--- src/rtl/hazard_ctrl_if.sv ---
// hazard_ctrl_if: pipeline-state inputs and stall/flush/HI-LO status outputs
// of the hazard controller, grouped for the pipeline-control boundary.
interface hazard_ctrl_if #(
  parameter int CNT_W = 32
);
  logic [4:0]       if_id_rs;
  logic [4:0]       if_id_rt;
  logic             if_id_uses_rt;
  logic             if_id_branch;
  logic             if_id_hilo;
  logic [4:0]       id_ex_rd;
  logic             id_ex_regwrite;
  logic             id_ex_memread;
  logic [4:0]       ex_mem_rd;
  logic             ex_mem_memread;
  logic             md_start;
  logic             md_is_div;
  logic             branch_taken;
  logic             stall_pc;
  logic             stall_if_id;
  logic             flush_id_ex;
  logic             flush_if_id;
  logic             md_busy;
  logic             md_done;
  logic [CNT_W-1:0] stall_count;

  modport master (
    output if_id_rs, if_id_rt, if_id_uses_rt,
    output if_id_branch, if_id_hilo,
    output id_ex_rd, id_ex_regwrite, id_ex_memread,
    output ex_mem_rd, ex_mem_memread,
    output md_start, md_is_div, branch_taken,
    input  stall_pc, stall_if_id, flush_id_ex,
    input  flush_if_id, md_busy, md_done,
    input  stall_count
  );

  modport slave (
    input  if_id_rs, if_id_rt, if_id_uses_rt,
    input  if_id_branch, if_id_hilo,
    input  id_ex_rd, id_ex_regwrite, id_ex_memread,
    input  ex_mem_rd, ex_mem_memread,
    input  md_start, md_is_div, branch_taken,
    output stall_pc, stall_if_id, flush_id_ex,
    output flush_if_id, md_busy, md_done,
    output stall_count
  );
endinterface

--- src/rtl/hazard_ctrl.sv ---
// hazard_ctrl: load-use / ID-branch / HI-LO interlocks for the 5-stage pipe,
// with a HI/LO busy FSM and a saturating stall-cycle counter.
module hazard_ctrl #(
  parameter int MULT_CYCLES = 4,
  parameter int DIV_CYCLES  = 32,
  parameter int CNT_W       = 32
) (
  input logic        clk,
  input logic        reset,
  hazard_ctrl_if.slave hz
);
  localparam int MAXC =
    (DIV_CYCLES > MULT_CYCLES) ? DIV_CYCLES : MULT_CYCLES;
  localparam int CW = $clog2(MAXC) + 1;
  localparam logic [CW-1:0] DIV_LD  = CW'(DIV_CYCLES - 1);
  localparam logic [CW-1:0] MULT_LD = CW'(MULT_CYCLES - 1);

  localparam logic [0:0] IDLE = 1'b0;
  localparam logic [0:0] BUSY = 1'b1;

  logic [0:0]       state;
  logic [CW-1:0]    cnt;
  logic             done_q;
  logic [CNT_W-1:0] count_q;

  logic rs_ex, rt_ex, rs_mem, rt_mem;
  logic lu, br1, br2, md, stall;
  logic md_busy;

  assign md_busy = (state == BUSY);

  // register matches against EX/MEM destinations; $0 never matches
  always_comb begin
    rs_ex  = (hz.if_id_rs != 5'd0) && (hz.if_id_rs == hz.id_ex_rd);
    rt_ex  = hz.if_id_uses_rt && (hz.if_id_rt != 5'd0)
             && (hz.if_id_rt == hz.id_ex_rd);
    rs_mem = (hz.if_id_rs != 5'd0) && (hz.if_id_rs == hz.ex_mem_rd);
    rt_mem = hz.if_id_uses_rt && (hz.if_id_rt != 5'd0)
             && (hz.if_id_rt == hz.ex_mem_rd);
  end

  // stall sources; everything is held low while in reset
  always_comb begin
    lu    = hz.id_ex_memread && (rs_ex || rt_ex);
    br1   = hz.if_id_branch && hz.id_ex_regwrite && (rs_ex || rt_ex);
    br2   = hz.if_id_branch && hz.ex_mem_memread && (rs_mem || rt_mem);
    md    = hz.if_id_hilo && (md_busy || hz.md_start);
    stall = reset && (lu || br1 || br2 || md);
  end

  assign hz.stall_pc    = stall;
  assign hz.stall_if_id = stall;
  assign hz.flush_id_ex = stall;
  assign hz.flush_if_id = reset && hz.branch_taken && !stall;
  assign hz.md_busy     = md_busy;
  assign hz.md_done     = done_q;
  assign hz.stall_count = count_q;

  // HI/LO unit occupancy: load down-counter on start, pulse done on exit
  always_ff @(posedge clk or negedge reset) begin
    if (!reset) begin
      state  <= IDLE;
      cnt    <= '0;
      done_q <= 1'b0;
    end else begin
      done_q <= 1'b0;
      unique case (state)
        IDLE: begin
          if (hz.md_start) begin
            cnt   <= hz.md_is_div ? DIV_LD : MULT_LD;
            state <= BUSY;
          end
        end
        BUSY: begin
          if (cnt != '0) begin
            cnt <= cnt - 1'b1;
          end else begin
            state  <= IDLE;
            done_q <= 1'b1;
          end
        end
        default: state <= IDLE;
      endcase
    end
  end

  // count stalled cycles, sticking at all-ones
  always_ff @(posedge clk or negedge reset) begin
    if (!reset)
      count_q <= '0;
    else if (stall && (count_q != '1))
      count_q <= count_q + 1'b1;
  end
endmodule

--- src/flat_wrapper.sv ---
// flat-port wrapper written by rule: the top's interface ports become plain ports
module hazard_ctrl_flat 
#(
  parameter int MULT_CYCLES = 4,
  parameter int DIV_CYCLES  = 32,
  parameter int CNT_W       = 32
)
  (clk, reset, hz_if_id_rs, hz_if_id_rt, hz_if_id_uses_rt, hz_if_id_branch, hz_if_id_hilo, hz_id_ex_rd, hz_id_ex_regwrite, hz_id_ex_memread, hz_ex_mem_rd, hz_ex_mem_memread, hz_md_start, hz_md_is_div, hz_branch_taken, hz_stall_pc, hz_stall_if_id, hz_flush_id_ex, hz_flush_if_id, hz_md_busy, hz_md_done, hz_stall_count);
  hazard_ctrl_if #(.CNT_W(CNT_W)) hz_i ();
  input logic clk;
  input logic reset;
  input wire logic [$bits(hz_i.if_id_rs)-1:0] hz_if_id_rs;
  input wire logic [$bits(hz_i.if_id_rt)-1:0] hz_if_id_rt;
  input wire logic [$bits(hz_i.if_id_uses_rt)-1:0] hz_if_id_uses_rt;
  input wire logic [$bits(hz_i.if_id_branch)-1:0] hz_if_id_branch;
  input wire logic [$bits(hz_i.if_id_hilo)-1:0] hz_if_id_hilo;
  input wire logic [$bits(hz_i.id_ex_rd)-1:0] hz_id_ex_rd;
  input wire logic [$bits(hz_i.id_ex_regwrite)-1:0] hz_id_ex_regwrite;
  input wire logic [$bits(hz_i.id_ex_memread)-1:0] hz_id_ex_memread;
  input wire logic [$bits(hz_i.ex_mem_rd)-1:0] hz_ex_mem_rd;
  input wire logic [$bits(hz_i.ex_mem_memread)-1:0] hz_ex_mem_memread;
  input wire logic [$bits(hz_i.md_start)-1:0] hz_md_start;
  input wire logic [$bits(hz_i.md_is_div)-1:0] hz_md_is_div;
  input wire logic [$bits(hz_i.branch_taken)-1:0] hz_branch_taken;
  output wire logic [$bits(hz_i.stall_pc)-1:0] hz_stall_pc;
  output wire logic [$bits(hz_i.stall_if_id)-1:0] hz_stall_if_id;
  output wire logic [$bits(hz_i.flush_id_ex)-1:0] hz_flush_id_ex;
  output wire logic [$bits(hz_i.flush_if_id)-1:0] hz_flush_if_id;
  output wire logic [$bits(hz_i.md_busy)-1:0] hz_md_busy;
  output wire logic [$bits(hz_i.md_done)-1:0] hz_md_done;
  output wire logic [$bits(hz_i.stall_count)-1:0] hz_stall_count;
  assign hz_i.if_id_rs = hz_if_id_rs;
  assign hz_i.if_id_rt = hz_if_id_rt;
  assign hz_i.if_id_uses_rt = hz_if_id_uses_rt;
  assign hz_i.if_id_branch = hz_if_id_branch;
  assign hz_i.if_id_hilo = hz_if_id_hilo;
  assign hz_i.id_ex_rd = hz_id_ex_rd;
  assign hz_i.id_ex_regwrite = hz_id_ex_regwrite;
  assign hz_i.id_ex_memread = hz_id_ex_memread;
  assign hz_i.ex_mem_rd = hz_ex_mem_rd;
  assign hz_i.ex_mem_memread = hz_ex_mem_memread;
  assign hz_i.md_start = hz_md_start;
  assign hz_i.md_is_div = hz_md_is_div;
  assign hz_i.branch_taken = hz_branch_taken;
  assign hz_stall_pc = hz_i.stall_pc;
  assign hz_stall_if_id = hz_i.stall_if_id;
  assign hz_flush_id_ex = hz_i.flush_id_ex;
  assign hz_flush_if_id = hz_i.flush_if_id;
  assign hz_md_busy = hz_i.md_busy;
  assign hz_md_done = hz_i.md_done;
  assign hz_stall_count = hz_i.stall_count;
  hazard_ctrl #(.MULT_CYCLES(MULT_CYCLES), .DIV_CYCLES(DIV_CYCLES), .CNT_W(CNT_W)) u_core (.clk(clk), .reset(reset), .hz(hz_i));
endmodule
--- config.mk ---
export PLATFORM = sky130hd
export DESIGN_NAME = hazard_ctrl_flat
export DESIGN_NICKNAME = d
export VERILOG_FILES = /design/src/rtl/hazard_ctrl_if.sv /design/src/rtl/hazard_ctrl.sv /design/src/flat_wrapper.sv
export SDC_FILE = /design/constraint.sdc
export NUM_CORES = 1
export LEC_CHECK = 0
export ABC_AREA = 1
export CAP_MARGIN = 30
export CORE_UTILIZATION = 45
export CTS_CLUSTER_DIAMETER = 30
export DETAILED_ROUTE_END_ITERATION = 7
export PLACE_DENSITY = 0.73
export RECOVER_POWER = 50
export REMOVE_ABC_BUFFERS = 1
export SLEW_MARGIN = 20
export SYNTH_ARGS = -nofsm -noshare
export SYNTH_HDL_FRONTEND = slang
export SYNTH_SLANG_ARGS = --single-unit
export TNS_END_PERCENT = 30
--- constraint.sdc ---
create_clock -name clk -period 3.4 [get_ports clk]
set_input_delay 0.68 -clock clk [delete_from_list [all_inputs] [get_ports clk]]
set_output_delay 0.68 -clock clk [all_outputs]
set_load 0.02 [all_outputs]
# [After elaboration in Yosys (flattened, before gate mapping)]
# Index checks and enable logic that the tools add are counted.
[word_totals] regBits=40 elab_cells=49
[classes] n_reduce_logical=26 bitwise=1 n_addsub=2 n_eq_ne=7 muxes=9
[op_table] cell="32-bit by 1-bit adder with 32-bit output (second input constant)" n=1
[op_table] cell="32-bit inequality test (second input constant)" n=1
[op_table] cell="5-bit equality test" n=4
[op_table] cell="1-bit logical AND" n=15
[op_table] cell="6-bit two-way mux" n=2
[op_table] cell="6-bit one-hot mux with 2 select lines" n=1
[op_table] cell="5-bit nonzero test" n=2
[op_table] cell="1-bit logical OR" n=6
[op_table] cell="6-bit nonzero test" n=1
[op_table] cell="6-bit by 1-bit subtractor with 6-bit output (second input constant)" n=1
[op_table] cell="5-bit two-way mux" n=1
[op_table] cell="1-bit two-way mux" n=4
[op_table] cell="2-bit inequality test (second input constant)" n=2
[op_table] cell="1-bit one-hot mux with 2 select lines" n=1
[op_table] cell="2-bit AND reduction" n=1
[op_table] cell="1-bit logical NOT" n=1
[op_table] cell="1-bit inverter" n=1

# [Longest topological paths before layout]
[logic_depth] word_depth=11 mapped_depth=13 depth_no_buf=12

# [Worst setup path before layout]
# No wires, ideal clock.
[synth_timing] path_kind="input to output" start="in hz_if_id_rt[1]" end="out hz_stall_if_id" stages=11 arrival_ps=1929 slack_ps=791 n_path_buf=2 t_required_ps=2720 cell_sequence="xnor2_1 nand2_1 nor2_1 nand2_1 nand2_1 nand2_1 nand3_2 clkbuf_1 nand2_1 inv_1 buf_4"
[synth_between] elab_chain_cells=9 elab_cells_between_ends=15 classes_between="2 x eq/ne; 13 x reduce/logical"
[synth_lines] element="from (decl)" line_no="flat_wrapper.sv:13" source="input wire logic [$bits(hz_i.if_id_rt)-1:0] hz_if_id_rt;"
[synth_lines] element="5-bit nonzero test" line_no="hazard_ctrl.sv:35, hazard_ctrl.sv:38"
[synth_lines] element="1-bit logical AND" line_no="hazard_ctrl.sv:35, hazard_ctrl.sv:38"
[synth_lines] element="1-bit logical AND" line_no="hazard_ctrl.sv:36" source="&& (hz.if_id_rt == hz.id_ex_rd);"
[synth_lines] element="1-bit logical OR" line_no="hazard_ctrl.sv:44, hazard_ctrl.sv:45"
[synth_lines] element="1-bit logical AND, on equally long branches" line_no="hazard_ctrl.sv:44, hazard_ctrl.sv:45"
[synth_lines] element="1-bit logical OR" line_no="hazard_ctrl.sv:48" source="stall = reset && (lu || br1 || br2 || md);"
[synth_lines] element="1-bit logical OR * (2 in a row)" line_no="hazard_ctrl.sv:48"
[synth_lines] element="1-bit logical AND *" line_no="hazard_ctrl.sv:48"
[synth_lines] element="to (decl)" line_no="flat_wrapper.sv:26" source="output wire logic [$bits(hz_i.stall_if_id)-1:0] hz_stall_if_id;"
# Mark *: on every way between the ends. The rest lies on a longest branch, timed or not.

# [Worst setup path in the final report]
[layout_timing] start="in hz_if_id_rt[3]" end="out hz_stall_pc"
[layout_between] elab_chain_cells=9 elab_cells_between_ends=15 classes_between="2 x eq/ne; 13 x reduce/logical"
[layout_lines] element="5-bit nonzero test" line_no="hazard_ctrl.sv:35, hazard_ctrl.sv:38"
[layout_lines] element="1-bit logical AND" line_no="hazard_ctrl.sv:35, hazard_ctrl.sv:38"
[layout_lines] element="1-bit logical AND" line_no="hazard_ctrl.sv:36"
[layout_lines] element="1-bit logical OR" line_no="hazard_ctrl.sv:44, hazard_ctrl.sv:45"
[layout_lines] element="1-bit logical AND, on equally long branches" line_no="hazard_ctrl.sv:44, hazard_ctrl.sv:45"
[layout_lines] element="1-bit logical OR" line_no="hazard_ctrl.sv:48"
[layout_lines] element="1-bit logical OR * (2 in a row)" line_no="hazard_ctrl.sv:48"
[layout_lines] element="1-bit logical AND *" line_no="hazard_ctrl.sv:48"
[layout_lines] element="to (decl)" line_no="flat_wrapper.sv:25" source="output wire logic [$bits(hz_i.stall_pc)-1:0] hz_stall_pc;"
# Marked as above.

==> reports/results.txt <==
Cell variety after synth = 31
MaxCap Viol Count = 0
Final Hold Fails = 0
Peak supply drop = 0.000297 V
largest net degree at the start of global routing = 50
crit path cell chain = clkdlybuf4s50_1, nor2_1, nand3_1, nand2_1, nor2_1, nand2_1, nand2_1, nand2_1, nand3_2, nand2_1, inv_1, dlymetal6s2s_1
Tmin final = 2.94 ns
YS warnings = 0
commonest non-fill, non-tap cell in the layout = nand2_1
CTS root buf = clkbuf_8
initial antenna violation count = 0
Clk Latency, worst-skew pair = 0.30 ns
Die Wd = 83.7 µm
syn avg cell area = 6.82 µm²
f_max = 0.341 GHz
layout cells sized above 1 = 5.33%
worst-path fanout max = 4
# diodes = 0
setup bufs post-CTS = 0
Post-Syn Instances = 441
most used cell, CP = nand2_1
pins over their slew limit = 0
CTS tree = built
final setup vio count = 0
Layout Cells excl Fill = 584
Pre-antenna DRT Iters = 4
Final WS setup = 0.465 ns
via count = 3,040
Yosys reg bits = 40
RSZ-0062 raised after global routing = false
vias in the first global route = 2,847
DRC violations left = 0
clk buf depth = 2
GP Congestion = 0.889
DRT iter0 DRCs = 192
total die area = 7010 µm²
Worst EP arrival = 2.26 ns
antenna viol nets, final = 0
first-pass GRT wire length = 13,200 µm
Core Box Area = 6390 µm²
drt total wl = 7600 µm
fraction of the yosys area taken by sequential cells = 33.3%
HPWL after DPL = 5840 µm
pwr/cell area = 362 nW/µm²
final hold slack = 0.554 ns
H-tree Lvls = 2
I/O Buffers = 68
worst slack at placement = 0.0585 ns
Tcrit/Tclk final = 86.3%
critical path class = input port to primary output
Clock Sinks = 40
via/cell ratio = 5.21
GRT Total Usage = 22.8%
DIE HEIGHT = 83.7 µm
Clk pin slew, worst setup/hold paths = 0.07 ns
Clock Skews = 0.00986 ns
Synth Cell Area = 3010 µm²
Worst Setup End Kind = primary output
status = finished, final reports clean
GR Overflow Total = 0
Pleak = 1.93 nW
final net count = 539
area growth from synthesis to layout = 27.3%
TritonCTS Buffers = 5
Slew headroom = 24.6%
Critical Path Start Type = input port
setup tns final = 0 ns
CP Data Required Time = 2.72 ns
Placed Cells = 576
WL/cell = 13.0 µm
Starting Density = 47.1%
most frequent cells in the layout = nand2_1 (165), clkdlybuf4s50_1 (52), nor2_1 (47)
FP Rows = 29
final core occ = 60.0%
Crit-path slowest cell = clkdlybuf4s50_1
critical path's largest stage delay = 0.54 ns
HP Class = flip-flop to flip-flop
I/O pin cnt = 69
Slew @ Worst Pin = 1.13 ns
state kept, by name (all words and copies together), names as in the netlist:
| name | flops |
|---|---|
| u_core.hz.md_busy | 1 |
| u_core.cnt | 6 |
| u_core.hz.stall_count | 32 |
| u_core.hz.md_done | 1 |
final timing paths:
kind	startpoint	endpoint	slack, ns	cells after the start
worst max-delay path	hz_if_id_rt[3]	hz_stall_pc	0.46	12
worst min-delay path	u_core.hz.stall_count[7]	u_core.hz.stall_count[7]	0.55	2
worst max register to register	u_core.hz.stall_count[0]	u_core.hz.stall_count[7]	1.46	9
worst min register to register	u_core.hz.stall_count[7]	u_core.hz.stall_count[7]	0.55	2
max in group asynchronous	reset	u_core.hz.stall_count[6]	1.79	2
min in group asynchronous	reset	u_core.hz.stall_count[21]	0.75	2
layer usage:
metal	part of all wire, %	up-vias	GRT usage, %
li1	-	1551	-
met1	45	1397	29.2
met2	47	80	39.0
met3	5.6	12	4.45
met4	1.8	0	6.93
met5	0	-	0
area by class of cell:
type	instances	area, µm²
clock buffers	6	82.6
clock inverters	2	10.0
fillers	611	2560
inverters	37	139
multi-input cells	346	1760
flip-flops and latches	40	1000
well taps	77	96.3
repair buffers	76	736
synthesized netlist by cell type:
| master | number | share of area, % |
|---|---|---|
| xor2_1 | 22 | 6.4 |
| ha_1 | 2 | 0.83 |
| buf_1 | 3 | 0.37 |
| nand2_1 | 165 | 21 |
| buf_4 | 2 | 0.50 |
| buf_2 | 4 | 0.67 |
| xnor2_1 | 16 | 4.7 |
| inv_2 | 1 | 0.12 |
| nor2_4 | 1 | 0.37 |
| nor3_4 | 1 | 0.54 |
| nor3b_1 | 2 | 0.50 |
| nand3_1 | 14 | 2.3 |
| a31oi_1 | 4 | 0.83 |
| dfrtp_1 | 40 | 33 |
| o21ai_0 | 5 | 0.83 |
| clkbuf_1 | 6 | 0.75 |
| nand3b_1 | 8 | 2.0 |
| o311ai_0 | 1 | 0.29 |
| a21oi_1 | 1 | 0.17 |
| nor2_1 | 47 | 5.9 |
| nor3_1 | 10 | 1.7 |
| nand3_4 | 1 | 0.58 |
| nand4_1 | 37 | 7.7 |
| inv_1 | 36 | 4.5 |
| nor2_2 | 1 | 0.21 |
| a21o_1 | 1 | 0.25 |
| nand3_2 | 3 | 1.0 |
| nand4_2 | 1 | 0.42 |
| buf_6 | 3 | 1.1 |
| nor4_1 | 1 | 0.21 |
| or2_2 | 2 | 0.42 |
power by group:
| part | leakage [nW] | switching [mW] | internal (mW) |
|---|---|---|---|
| clock | 0.0510 | 0.172 | 0.162 |
| sequential | 0.536 | 0.0689 | 0.541 |
| combinational | 1.35 | 0.250 | 0.194 |
| total | 1.93 | 0.490 | 0.897 |
logic make-up (layout without fill, tap and decap cells):
family	after synthesis	after routing	synth area share, %
AND/OR/NAND/NOR	294	294	44.4
XOR/XNOR	38	38	11.1
AO/OA/AOI/OAI	12	12	2.37
adder cells (fa/ha/maj)	2	2	0.832
flip-flops	40	40	33.3
buffers and inverters	55	121	8.03
what timing repair did:
item / CTS / global route
setup endpoints to repair: 0 / 4
gates resized for setup: 0 / 4
hold buffers: 0 / 0
critical path, delay by kind of cell:
family	cells	cell delay (ns)
buffers and inverters	3	0.86
and+or+nand+nor	9	0.71
through the flow:
step	total power, mW	instance area, µm²
final	1.39	3830
after global routing	1.48	3830
after CTS	1.41	3830
after detailed placement	1.07	3740
after global placement	1.06	3740
after floorplan	0.873	2900
No activity file was read; power rests on OpenSTA's default activity.
